<file path="config.mk">
export PLATFORM = sky130hd
export DESIGN_NAME = dot_matrix_frame_ctrl
export DESIGN_NICKNAME = d
export VERILOG_FILES = /design/src/rtl/dotm_pkg.sv /design/src/rtl/dot_matrix_row_scanner.sv /design/src/rtl/dot_matrix_frame_ctrl.sv
export SDC_FILE = /design/constraint.sdc
export NUM_CORES = 1
export LEC_CHECK = 0
export ABC_CLOCK_PERIOD_IN_PS = 1700
export CORE_ASPECT_RATIO = 0.75
export CORE_UTILIZATION = 45
export DETAILED_ROUTE_END_ITERATION = 8
export PLACE_DENSITY = 0.71
export SYNTH_ARGS = -nofsm -noshare
export SYNTH_HDL_FRONTEND = slang
export SYNTH_SLANG_ARGS = --single-unit
</file>
<file path="constraint.sdc">
create_clock -name clock_div -period 1.7 [get_ports clock_div]
set_input_delay 0.34 -clock clock_div [delete_from_list [all_inputs] [get_ports clock_div]]
set_output_delay 0.34 -clock clock_div [all_outputs]
set_load 0.05 [all_outputs]
</file>
<file path="src/rtl/dotm_pkg.sv">
// Shared types and helpers for the 8x8 dot-matrix frame controller.
// Geometry constants, row-select encoder and frame FSM states.
package dotm_pkg;

    localparam int ROWS  = 8;
    localparam int COLS  = 8;
    localparam int ROW_W = $clog2(ROWS);

    typedef logic [ROW_W-1:0] row_idx_t;
    typedef logic [COLS-1:0]  col_t;
    typedef logic [ROWS-1:0]  row_sel_t;

    typedef enum logic [1:0] {
        IDLE,
        PENDING,
        SWAP
    } frame_state_t;

    // Active-low one-hot row select; row 0 is the MSB.
    function automatic row_sel_t row_sel(input row_idx_t idx);
        row_sel_t top;
        top = row_sel_t'({1'b1, {(ROWS-1){1'b0}}});
        return ~(top >> idx);
    endfunction

endpackage

</file>
<file path="src/rtl/dot_matrix_row_scanner.sv">
// Row scan timing: dwell counter and row index for the dot matrix.
// Outputs describe the scan position the next clock edge will display.
//
// Ports:
//   clock_div   scan clock
//   reset       asynchronous, active-low
//   row_idx     row to be shown after the next edge
//   row_last    next edge shows the last dwell cycle of row 7
//   blank       next edge falls in the blanking part of the dwell
//   frame_start next edge shows the first cycle of row 0
module dot_matrix_row_scanner
    import dotm_pkg::*;
#(
    parameter int unsigned ROW_DWELL    = 1,
    parameter int unsigned BLANK_CYCLES = 0
) (
    input  logic     clock_div,
    input  logic     reset,
    output row_idx_t row_idx,
    output logic     row_last,
    output logic     blank,
    output logic     frame_start
);

    localparam logic [7:0] DWELL_LAST = 8'(ROW_DWELL - 1);
    localparam logic [8:0] BLANK_N    = 9'(BLANK_CYCLES);
    localparam row_idx_t   ROW_LAST   = row_idx_t'(ROWS - 1);

    logic [7:0] dwell;
    row_idx_t   row;

    always_ff @(posedge clock_div or negedge reset) begin
        if (!reset) begin
            dwell <= '0;
            row   <= '0;
        end else if (dwell == DWELL_LAST) begin
            dwell <= '0;
            row   <= row + 1'b1;
        end else begin
            dwell <= dwell + 1'b1;
        end
    end

    assign row_idx     = row;
    assign row_last    = (row == ROW_LAST) && (dwell == DWELL_LAST);
    // dwell < BLANK_CYCLES, written so a zero blank count stays well-formed
    assign blank       = ({1'b0, dwell} + 9'd1) <= BLANK_N;
    assign frame_start = (row == '0) && (dwell == '0);

endmodule

</file>
<file path="src/rtl/dot_matrix_frame_ctrl.sv">
// Double-buffered 8x8 dot-matrix frame controller.
// Back buffer is written by the host; front swaps only at frame boundaries.
//
// Ports:
//   clock_div   scan clock (already divided)
//   reset       asynchronous, active-low
//   wr_valid    host row write request
//   wr_ready    back buffer accepts writes (IDLE only)
//   wr_row      target row, 0 = top
//   wr_data     column pattern, bit7 = leftmost
//   commit      request back-to-front swap
//   commit_ack  pulse with the first row 0 of the new frame
//   frame_start pulse whenever row 0 is first driven
//   dot_row     active-low one-hot row select
//   dot_col     active-high column data
module dot_matrix_frame_ctrl
    import dotm_pkg::*;
#(
    parameter int unsigned ROW_DWELL    = 1,
    parameter int unsigned BLANK_CYCLES = 0
) (
    input  logic       clock_div,
    input  logic       reset,
    input  logic       wr_valid,
    output logic       wr_ready,
    input  logic [2:0] wr_row,
    input  logic [7:0] wr_data,
    input  logic       commit,
    output logic       commit_ack,
    output logic       frame_start,
    output logic [7:0] dot_row,
    output logic [7:0] dot_col
);

    col_t         back_buf  [ROWS];
    col_t         front_buf [ROWS];
    frame_state_t state;
    frame_state_t state_nxt;

    row_idx_t scan_row;
    logic     scan_last;
    logic     scan_blank;
    logic     scan_fs;

    logic wr_fire;
    col_t col_src;
    col_t col_nxt;

    dot_matrix_row_scanner #(
        .ROW_DWELL   (ROW_DWELL),
        .BLANK_CYCLES(BLANK_CYCLES)
    ) u_scan (
        .clock_div  (clock_div),
        .reset      (reset),
        .row_idx    (scan_row),
        .row_last   (scan_last),
        .blank      (scan_blank),
        .frame_start(scan_fs)
    );

    assign wr_fire = wr_valid && wr_ready;

    always_ff @(posedge clock_div or negedge reset) begin
        if (!reset) begin
            state <= IDLE;
        end else begin
            state <= state_nxt;
        end
    end

    // SWAP is entered while row 7's last dwell is on the display,
    // so the edge leaving SWAP is always the new frame's row 0.
    always_comb begin
        state_nxt = state;
        unique case (state)
            IDLE:    if (commit) state_nxt = PENDING;
            PENDING: if (scan_last) state_nxt = SWAP;
            SWAP:    state_nxt = IDLE;
            default: state_nxt = IDLE;
        endcase
    end

    // Row 0 of the new frame must show back data in the same
    // edge that copies back into front.
    always_comb begin
        col_src = front_buf[scan_row];
        if (state == SWAP) begin
            col_src = back_buf[scan_row];
        end
        col_nxt = scan_blank ? '0 : col_src;
    end

    always_ff @(posedge clock_div or negedge reset) begin
        if (!reset) begin
            for (int i = 0; i < ROWS; i++) begin
                back_buf[i]  <= '0;
                front_buf[i] <= '0;
            end
        end else begin
            if (wr_fire) begin
                back_buf[wr_row] <= wr_data;
            end
            if (state == SWAP) begin
                for (int i = 0; i < ROWS; i++) begin
                    front_buf[i] <= back_buf[i];
                end
            end
        end
    end

    always_ff @(posedge clock_div or negedge reset) begin
        if (!reset) begin
            dot_row     <= '0;
            dot_col     <= '0;
            frame_start <= 1'b0;
            commit_ack  <= 1'b0;
            wr_ready    <= 1'b0;
        end else begin
            dot_row     <= row_sel(scan_row);
            dot_col     <= col_nxt;
            frame_start <= scan_fs;
            commit_ack  <= (state == SWAP);
            wr_ready    <= (state_nxt == IDLE);
        end
    end

endmodule

</file>
==> run summary <==
=====================================================================================
Outcome                                                                  finished with violations
Failing checks                                                           setup timing
Register area share after synthesis                                             56.0%
Y dimension of the die                                                         111 µm
Clock latency on the worst-skew pair                                          0.42 ns
Die outline area                                                            16400 µm²
Total of warnings raised by yosys                                                   0
Post-synthesis net count                                                          612
Global-route wire length before repair                                       26100 µm
Number of synthesized flops with an enable pin                                      0
Synthesized cell area                                                        7150 µm²
Area grow syn2layout                                                            21.0%
Antenna viol nets, final                                                            0
Final hold slack                                                             0.381 ns
Share of the clock period used by the worst path after layout                    106%
Placer Congestion                                                               0.836
Clock sink count                                                                  160
Slew of the pin with the lowest slew margin                                  0.738 ns
Via count of the first global-routing pass                                       4825
Routed wire length                                                           15700 µm
Largest fanout on the critical path                                                 8
Critical path capture point type                                             register
Sequential cell area in the final layout                                     4010 µm²
Required time at the worst-slack endpoint                                     1.99 ns
Normalized max-slew margin                                                      50.7%
Level count of the clock H-tree                                                     4
FF-to-FF Start                                                           u_scan.row_idx[0]$_DFFE_PN0N_
Met1 GRT Util                                                                   30.5%
Initial Utilization                                                             46.5%
Core Area                                                                   15400 µm²
Biggest area contributors in the synthesized netlist                     sky130_fd_sc_hd__dfrtp_1 56%, sky130_fd_sc_hd__nand2_1 11%, sky130_fd_sc_hd__mux2_2 10%, sky130_fd_sc_hd__mux4_1 8.5%, sky130_fd_sc_hd__mux4_2 3.2%
Initial antenna violation count                                                     0
Number of max-slew violations in the final report                                   0
Final worst setup slack                                                     -0.110 ns
Setup clock skew after layout                                               0.0102 ns
Launch point of the critical path                                        u_scan.row_idx[0]$_DFFE_PN0N_
Synthesized instance count                                                        588
Clock-pin slew of the registers on the worst-case setup and hold paths        0.06 ns
Buffer type at the clock tree root                                       sky130_fd_sc_hd__clkbuf_16
Setup violation total in the final timing report                                    8
Die span in x                                                                  148 µm
Average routed wire per standard cell                                         17.7 µm
Worst min path class                                                         in2async
Share of the synthesized area in the top cell type                              56.0%
Number of vias per cell after detailed routing                                   5.39
Met2 routing resource usage after global routing                                31.2%
Shortest clock period the worst path allows after layout                      1.81 ns
Finished Core Util                                                              56.3%
Port buffer count                                                                  33
Number of unique standard cell types used by synthesis                             41
Maximum number of pins on one net before global-route repair                       66
Overall fraction of global-route tracks in use                                  20.9%
Static leakage                                                                4.20 nW
DRC violation count after routing                                                   0
Number of ports placed on the die boundary                                         34
Row count                                                                          39
Clock tree from TritonCTS                                                        done
Initial drt markers                                                               289
Leading register cell type out of synthesis                              sky130_fd_sc_hd__dfrtp_1
Highest-utilization routing layer at the global route stage                      met2
Number of diodes                                                                    0
Number of instances in the placed design                                          845
Max-cap viol count                                                                  0
Hold Violations, Final                                                              0
Detailed-route via count                                                         4773
RSZ-0062 raised after global routing                                              yes
Critical path type                                                            reg2reg
Power density of the placed cells                                         1090 nW/µm²
Drt pass-1 iters                                                                    5
Post-Layout Cell Count                                                            886
Flip-flop and latch count after synthesis                                         160
Total congestion overflow                                                           0
Maximum resistive drop on vdd                                                  894 µV
Critical path arrival                                                         2.10 ns
Sum of negative setup slack                                                 -0.710 ns
Count of fill cells added during filler insertion                                1240
Met3 track demand over resource in global routing                               4.90%
Maximum clock frequency                                                     0.553 GHz
Library cell occupying the most area in the post-synthesis netlist       sky130_fd_sc_hd__dfrtp_1
Share of cells above drive strength 1                                           31.3%
Average footprint of a synthesized cell                                      12.2 µm²
Footprint of the multi-input gates                                           2930 µm²
Nets                                                                              693
Maximum buffer depth of the clock tree                                              2
Post-synthesis async set-or-reset flop share                                     100%
Number of CTS-inserted buffers                                                     17
Placed wire-length estimate                                                  10700 µm
Startpoint type of the worst setup path                                      register
=====================================================================================
placed cells by master, fill, tap and decap left out, types with 5 or more instances in the layout:
master,count
sky130_fd_sc_hd__a21oi_1,7
sky130_fd_sc_hd__a221oi_2,7
sky130_fd_sc_hd__a22o_1,7
sky130_fd_sc_hd__buf_12,9
sky130_fd_sc_hd__buf_4,64
sky130_fd_sc_hd__clkbuf_16,17
sky130_fd_sc_hd__clkdlybuf4s50_1,13
sky130_fd_sc_hd__dfrtp_1,158
sky130_fd_sc_hd__ha_1,9
sky130_fd_sc_hd__inv_1,8
sky130_fd_sc_hd__mux2_2,64
sky130_fd_sc_hd__mux4_2,29
sky130_fd_sc_hd__nand2_1,205
sky130_fd_sc_hd__nand3_1,6
sky130_fd_sc_hd__nor2_1,14
sky130_fd_sc_hd__xnor2_1,5
final timing paths:
check                                           end  slack, ns  depth (start not counted)
min reg2reg                front_buf[0]$_DFFE_PN0P_       0.47                          2
max in group asynchronous  back_buf[30]$_DFFE_PN0P_       0.75                          3
max reg2reg                    dot_col[3]$_DFF_PN0_      -0.11                          6
min in group clock_div     front_buf[0]$_DFFE_PN0P_       0.47                          2
min                            dot_col[5]$_DFF_PN0_       0.38                          2
max                            dot_col[3]$_DFF_PN0_      -0.11                          6
kinds of logic after synthesis:
logic type	count (synthesis)	synth area share, %
adders and majority gates	9	1.58
AOI/OAI and AO/OA	34	3.59
and+or+nand+nor	243	13.6
muxes	97	21.7
buffers and inverters	38	2.66
DFF	160	56.0
xor gates and xnor gates	7	0.858
worst max-delay path, stage by stage (launching register included):
cell                       delay (ns)
sky130_fd_sc_hd__dfrtp_2         0.41
sky130_fd_sc_hd__buf_12          0.13
sky130_fd_sc_hd__buf_12          0.13
sky130_fd_sc_hd__mux4_2          0.53
sky130_fd_sc_hd__a22o_1          0.24
sky130_fd_sc_hd__a221oi_2        0.17
sky130_fd_sc_hd__a21oi_1         0.08
state kept, by name (all words and copies together) (netlist names):
name            flops
back_buf           64
commit_ack          1
dot_col             8
dot_row             8
frame_start         1
front_buf          64
state               2
u_scan.dwell        8
u_scan.row_idx      3
wr_ready            1
what timing repair did:
action                                  in CTS  in global routing
hold buffers                                 1                  0
hold endpoints to repair                    27                  0
endpoints found under the setup margin       8                 40
setup buffers                                7                  1
gates resized for setup                      5                  2
gates cloned                                 1                  0
pin swaps                                    1                  0
stage by stage:
step / cell area, µm² / setup WS [ns] / total power (W)
after floorplan: 7130 / -0.0501 / 0.00533
after global placement: 7970 / -0.307 / 0.00572
after detailed placement: 7970 / -0.275 / 0.00579
after CTS: 8640 / -0.121 / 0.00946
after global routing: 8650 / -0.205 / 0.00979
final: 8650 / -0.110 / 0.00940
layer usage:
layer | wire (µm) | vias to the layer above | part of all wire, %
li1 | - | 2183 | -
met1 | 7550 | 2453 | 48
met2 | 7260 | 123 | 46
met3 | 719 | 14 | 4.6
met4 | 189 | 0 | 1.2
met5 | 0 | - | 0
synth_stat cells (all sizes together) (2+ instances only):
cell type,count
a22o,7
xnor2,5
mux4,33
nand2b,3
buf,10
clkbuf,19
a21oi,8
and3,3
nor3,2
or3,3
nand3,6
ha,9
o21ai,4
mux2,64
xor2,2
nor2,15
a221oi,7
dfrtp,160
nand2,205
inv,9
power breakdown:
group,internal (W),leakage [nW],switching (W)
Combinational,0.000592,1.88,0.000512
Sequential,0.00430,2.04,0.000320
Clock,0.00219,0.277,0.00149
Total,0.00708,4.20,0.00232
layout make-up:
type,count,share of cell area (%)
Tap cell,205,2.96
Timing Repair Buffer,91,9.96
Clock inverter,10,1.32
Sequential cell,160,46.3
Multi-Input combinational cell,390,33.9
Clock buffer,21,5.21
Inverter,9,0.390
(Power assumes the default switching activity.)
